**src/rtl/rstseq_pkg.sv**
```systemverilog
// rstseq_pkg: state encoding, counter type and default timing constants shared by reset_sequencer.
package rstseq_pkg;
  localparam int DEF_SYNC_STAGES = 2;
  localparam int DEF_STAGE_DLY = 16;
  localparam int DEF_LOCK_TMO = 200;
  localparam int DEF_CNT_W = 8;
  typedef logic [DEF_CNT_W-1:0] cnt_t;
  typedef enum logic [2:0] {IDLE, WAIT_LOCK, DLY_CORE, DLY_PERIPH, DLY_USER, RUN, SOFT} state_t;
endpackage

```
**src/rtl/rstseq_sync.sv**
```systemverilog
// rstseq_sync: N-flop synchronizer with asynchronous active-low clear.
module rstseq_sync #(
  parameter int N = 2
) (
  input  logic clk,
  input  logic clr_n,
  input  logic d,
  output logic q
);
  logic [N-1:0] ff;
  always_ff @(posedge clk or negedge clr_n)
    if (!clr_n) ff <= '0;
    else ff <= {ff[N-2:0], d};
  assign q = ff[N-1];
endmodule

```
**src/rtl/reset_sequencer.sv**
```systemverilog
// reset_sequencer: releases core, periph, user resets in timed order once the PLL is locked.
// RSTSEQ_LOCK_TMO_EN adds a lock-wait timeout with a sticky lock_timeout flag.
module reset_sequencer
  import rstseq_pkg::*;
#(
  parameter int SYNC_STAGES = DEF_SYNC_STAGES,
  parameter int STAGE_DLY = DEF_STAGE_DLY,
  parameter int CNT_W = DEF_CNT_W,
  parameter int LOCK_TMO = DEF_LOCK_TMO
) (
  input  logic clk,
  input  logic rst_pad,
  input  logic pll_lock,
  input  logic soft_rst_req,
  output logic core_rstb,
  output logic periph_rstb,
  output logic user_rstb,
  output logic seq_done,
  output logic soft_rst_ack,
  output logic lock_timeout
);
  localparam logic [CNT_W-1:0] DLY_LAST = CNT_W'(STAGE_DLY - 1);
  state_t state;
  logic [CNT_W-1:0] cnt, wait_cnt;
  logic rst_sync, lock_s, lock_ok, tmo_hit;
  if (SYNC_STAGES < 2 || STAGE_DLY < 1 || 2 ** CNT_W <= STAGE_DLY || 2 ** CNT_W <= LOCK_TMO) begin : g_bad_params
    $error("reset_sequencer: invalid SYNC_STAGES/STAGE_DLY/CNT_W/LOCK_TMO");
  end
  rstseq_sync #(.N(SYNC_STAGES)) u_rst_sync (.clk(clk), .clr_n(rst_pad), .d(1'b1), .q(rst_sync));
  rstseq_sync #(.N(SYNC_STAGES)) u_lock_sync (.clk(clk), .clr_n(rst_pad), .d(pll_lock), .q(lock_s));
`ifdef RSTSEQ_LOCK_TMO_EN
  localparam logic [CNT_W-1:0] TMO_LAST = CNT_W'(LOCK_TMO - 1);
  assign tmo_hit = cnt == TMO_LAST;
  assign wait_cnt = cnt + 1'b1;
  assign lock_ok = lock_s | lock_timeout;
  always_ff @(posedge clk or negedge rst_pad)
    if (!rst_pad) lock_timeout <= 1'b0;
    else if (state == WAIT_LOCK && !lock_s && tmo_hit) lock_timeout <= 1'b1;
`else
  assign tmo_hit = 1'b0;
  assign wait_cnt = '0;
  assign lock_ok = lock_s;
  assign lock_timeout = 1'b0;
`endif
  // cnt falls back to 0 on every cycle that does not explicitly advance it
  always_ff @(posedge clk or negedge rst_pad)
    if (!rst_pad) begin
      state <= IDLE;
      cnt <= '0;
      {core_rstb, periph_rstb, user_rstb, seq_done, soft_rst_ack} <= '0;
    end else begin
      soft_rst_ack <= 1'b0;
      cnt <= '0;
      case (state)
        IDLE: if (rst_sync) state <= WAIT_LOCK;
        WAIT_LOCK:
          if (lock_s || tmo_hit) state <= DLY_CORE;
          else cnt <= wait_cnt;
        DLY_CORE, DLY_PERIPH, DLY_USER:
          if (!lock_ok) begin
            {core_rstb, periph_rstb, user_rstb} <= '0;
            state <= WAIT_LOCK;
          end else if (cnt != DLY_LAST) cnt <= cnt + 1'b1;
          else begin
            core_rstb <= 1'b1;
            periph_rstb <= periph_rstb | (state != DLY_CORE);
            user_rstb <= state == DLY_USER;
            seq_done <= state == DLY_USER;
            state <= state == DLY_CORE ? DLY_PERIPH : state == DLY_PERIPH ? DLY_USER : RUN;
          end
        RUN:
          if (!lock_ok) begin
            {core_rstb, periph_rstb, user_rstb, seq_done} <= '0;
            state <= WAIT_LOCK;
          end else if (soft_rst_req) begin
            {user_rstb, seq_done} <= '0;
            state <= SOFT;
          end
        SOFT:
          if (cnt == '0) begin
            periph_rstb <= 1'b0;
            cnt <= cnt + 1'b1;
          end else begin
            core_rstb <= 1'b0;
            soft_rst_ack <= 1'b1;
            state <= WAIT_LOCK;
          end
        default: state <= IDLE;
      endcase
    end
endmodule
```
**config.mk**
```make
export PLATFORM = sky130hd
export DESIGN_NAME = reset_sequencer
export DESIGN_NICKNAME = d
export VERILOG_FILES = /design/src/rtl/rstseq_pkg.sv /design/src/rtl/rstseq_sync.sv /design/src/rtl/reset_sequencer.sv
export SDC_FILE = /design/constraint.sdc
export NUM_CORES = 1
export LEC_CHECK = 0
export BUFFER_PORTS_ARGS = -buffer_cell sky130_fd_sc_hd__buf_2
export CORE_UTILIZATION = 45
export CTS_BUF_LIST = sky130_fd_sc_hd__clkbuf_4
export CTS_CLUSTER_SIZE = 24
export DETAILED_ROUTE_END_ITERATION = 10
export GPL_ROUTABILITY_DRIVEN = 0
export GPL_TIMING_DRIVEN = 0
export MAX_ROUTING_LAYER = met4
export RECOVER_POWER = 100
export SETUP_SLACK_MARGIN = 0.5
export SLEW_MARGIN = 20
export SYNTH_ARGS = -nofsm -noshare
export SYNTH_HDL_FRONTEND = slang
export SYNTH_SLANG_ARGS = --single-unit
```
**constraint.sdc**
```tcl
create_clock -name clk -period 5.2 [get_ports clk]
set_input_delay 0.26 -clock clk [delete_from_list [all_inputs] [get_ports clk]]
set_output_delay 0.26 -clock clk [all_outputs]
set_load 0.02 [all_outputs]
```
==> impl_results.md <==
* Setup violators final at 0
* CTS Buffer Depth at 2
* GRT Overall Usage at 0.196
* Number of global-route vias before repair at 789
* Slew @ Worst Pin at 1.07 ns
* Die ar. at 2460 um2
* Synth Cell Area at 1020 um2
* Post-route ant nets at 0
* Count leader, synth: dfrtp_1
* Final period util at 0.463
* Drt drc at 0
* Maximum VDD drop at 223 uV
* Setup tns final at 0 ns
* Hold Startpoint: pll_lock
* Simple-gate share of the synthesized area at 0.229
* Detailed Routing Iterations Pass 1 at 4
* CTS buffer count at 3
* Compound-Gate Fraction of Synth Area at 0.127
* Comb power frac at 0.288
* Adder-Cell Fraction of Synth Area at 0.0246
* Critical path class: reg2reg
* RSZ-0062 raised after global routing: false
* Yosys warns at 0
* F_max at 416 MHz
* Final hold violation count at 0
* Static Leak at 0.489 nW
* Largest net degree at the start of global routing at 21
* GRT overflow at 0
* Seq cells post-synth at 20
* Reg2reg start: cnt[4]$_DFF_PN0_
* Crit-path max FO at 8
* Initial antenna violation count at 0
* Psw at 134 uW
* Routed WL at 1840 um
* Register area share after synthesis at 0.491
* Share of synthesized registers carrying an async set or reset at 1.00
* WP data required at 5.40 ns
* Via/cell ratio at 5.25
* Status: completed
* DRT iter0 DRCs at 19
* Die W at 49.6 um
* Switching share of power at 0.311
* Vias at 756
* Hold buffers post-CTS at 1
* Area grow syn2layout at 9.83%
* Critical Path AT at 2.61 ns
* CTS tree: done
* Clock Skew at 0.00474 ns
* Number of enable flip-flop cells after synthesis at 0
* Clk Latency, worst-skew pair at 0.30 ns
* Reg2reg path depth at 5
* Mux share of post-synthesis cell area at 0.00983
* Post-synth cell types at 38
* Synth Area in XOR/XNOR at 0.0602
* Clock Sinks at 20
* Slew Limit Fails at 0
* Worst setup EP type: register
* Layout Nets at 124
* Max_cap viols at 0
* # IOs at 10
* Hold Path End: u_lock_sync.ff[0]$_DFF_PN0_
* Wirelength per Cell at 12.8 um
* Fillcell total at 199
* Hold path depth at 1
* Hpwl dp at 1320 um
* Min-Delay Path Class: in2reg
* I/O Buffers at 8
* Syn avg cell area at 9.79 um2
* Synth top area cells: dfrtp_1 49%, a21oi_1 4.9%, nor2_1 4.8%
* Post-CTS Resized at 0
* Diode count at 0
* Deepest level of the CTS H-tree at 1
* Core region area at 2040 um2
* Slew Limit Headroom at 0.289
* Initial Util at 0.499
* Post-synth top area share at 0.491
* Largest family of logic cells by synthesized area: simple AND/OR/NAND/NOR gates
* Sequential Power Share at 0.419
* Net Count, Synth at 110
* Die Y at 49.6 um
* Clock Root Buffer: clkbuf_4
* CTS clk-pin slew, worst paths at 0.11 ns
* Register-to-register setup slack at 2.79 ns
* Internal Power at 298 uW
* Post-Route Utilization at 0.548
* Ys flop type: dfrtp_1
* Site Rows at 16
* Cell Pwr Density at 387 nW/um2
* Commonest cells post-synth: 20 x dfrtp_1, 13 x nor2_1, 10 x a21oi_1
* Clock power share at 0.292
* Min Tclk post-route at 2.41 ns
* Setup Buffers After CTS at 0
* Layout cells sized above 1 at 0.0769
* Yosys top cell by area: dfrtp_1
* Critical R2R Capture: state[0]$_DFFE_PN0P_
* Synthesized instance count at 104
* CP Launch Type: register
* First-pass GRT wire length at 3530 um
[area by class of cell]
cell class	count	area, um2	share of cell area
Clock buffer	3	22.5	0.0201
Timing Repair Buffer	9	42.5	0.0380
Buffer	5	22.5	0.0201
Tap cell	27	33.8	0.0302
Multi-Input combinational cell	73	444	0.397
Clock inverter	1	30.0	0.0268
Inverter	6	22.5	0.0201
Sequential cell	20	500	0.447
[per-stage QoR]
step / worst slack, ns / cell area, um2 / instances / hold WS, ns / total power, mW
final: 2.79 / 1120 / 144 / 0.0564 / 0.432
after global placement: 3.18 / 1090 / 139 / 0.230 / 0.312
after global routing: 2.59 / 1120 / 144 / 0.0400 / 0.462
after floorplan: 3.33 / 1020 / 104 / -0.0356 / 0.284
after CTS: 3.17 / 1150 / 144 / 0.0539 / 0.441
after detailed placement: 3.19 / 1090 / 139 / 0.230 / 0.314
[registers in the layout, summed over array words and instances, names as in the netlist]
name and flops:
cnt 8, core_rstb 1, periph_rstb 1, seq_done 1
soft_rst_ack 1, state 3, u_lock_sync.ff 2, u_rst_sync.ff 2
user_rstb 1
[worst max path at each step]
stage,from,endpoint,slack (ns),depth (start not counted)
after global routing,cnt[5]$_DFF_PN0_,state[0]$_DFFE_PN0P_,2.59,5
after global placement,cnt[4]$_DFF_PN0_,state[0]$_DFFE_PN0P_,3.18,5
final,cnt[4]$_DFF_PN0_,state[0]$_DFFE_PN0P_,2.79,5
after detailed placement,cnt[4]$_DFF_PN0_,state[0]$_DFFE_PN0P_,3.19,5
after CTS,cnt[4]$_DFF_PN0_,state[0]$_DFFE_PN0P_,3.17,5
after floorplan,cnt[5]$_DFF_PN0_,state[0]$_DFFE_PN0P_,3.33,5
[power groups by stage]
stage	Clock (mW)	Combinational (mW)	Sequential, mW
3_3_place_gp	0	0.128	0.184
2_1_floorplan	0	0.0969	0.187
6_report	0.126	0.125	0.181
3_5_place_dp	0	0.130	0.184
4_1_cts	0.129	0.131	0.181
5_1_grt	0.137	0.141	0.184
[kinds of logic after synthesis]
group | Yosys count
mux | 1
other cells | 2
fa+ha+maj | 2
buf+inv | 11
flops | 20
xor+xnor | 7
simple gates | 40
compound gates | 21
[placed cells by master (no fill, tap or decap), types with 2 or more instances in the layout]
cell and n:
nand2_1 5, clkbuf_4 3, nor4_1 2, inv_1 6, dfrtp_1 20, a21oi_1 10
nand3_1 2, o21ai_0 4, nor3_1 3, conb_1 2, clkbuf_1 10, buf_2 2
xnor2_1 4, xor2_1 3, nor2_1 14, nand2b_1 3, ha_1 2
[per-layer routing]
metal	share of wire	routed length [um]	vias up	global-route usage
met1	0.52	958	349	0.273
met2	0.42	772	19	0.277
met4	0.017	32	0	0.0857
met3	0.042	77	5	0.0370
li1	-	-	383	-
met5	0	0	-	-
[critical path, cell delays in order, from the launching register on]
cell      delay (ns)
dfrtp_1         0.45
or4_1           0.52
clkbuf_1        0.19
nor4_1          0.54
nor2_1          0.26
a221o_1         0.34
(Power assumes the default switching activity.)
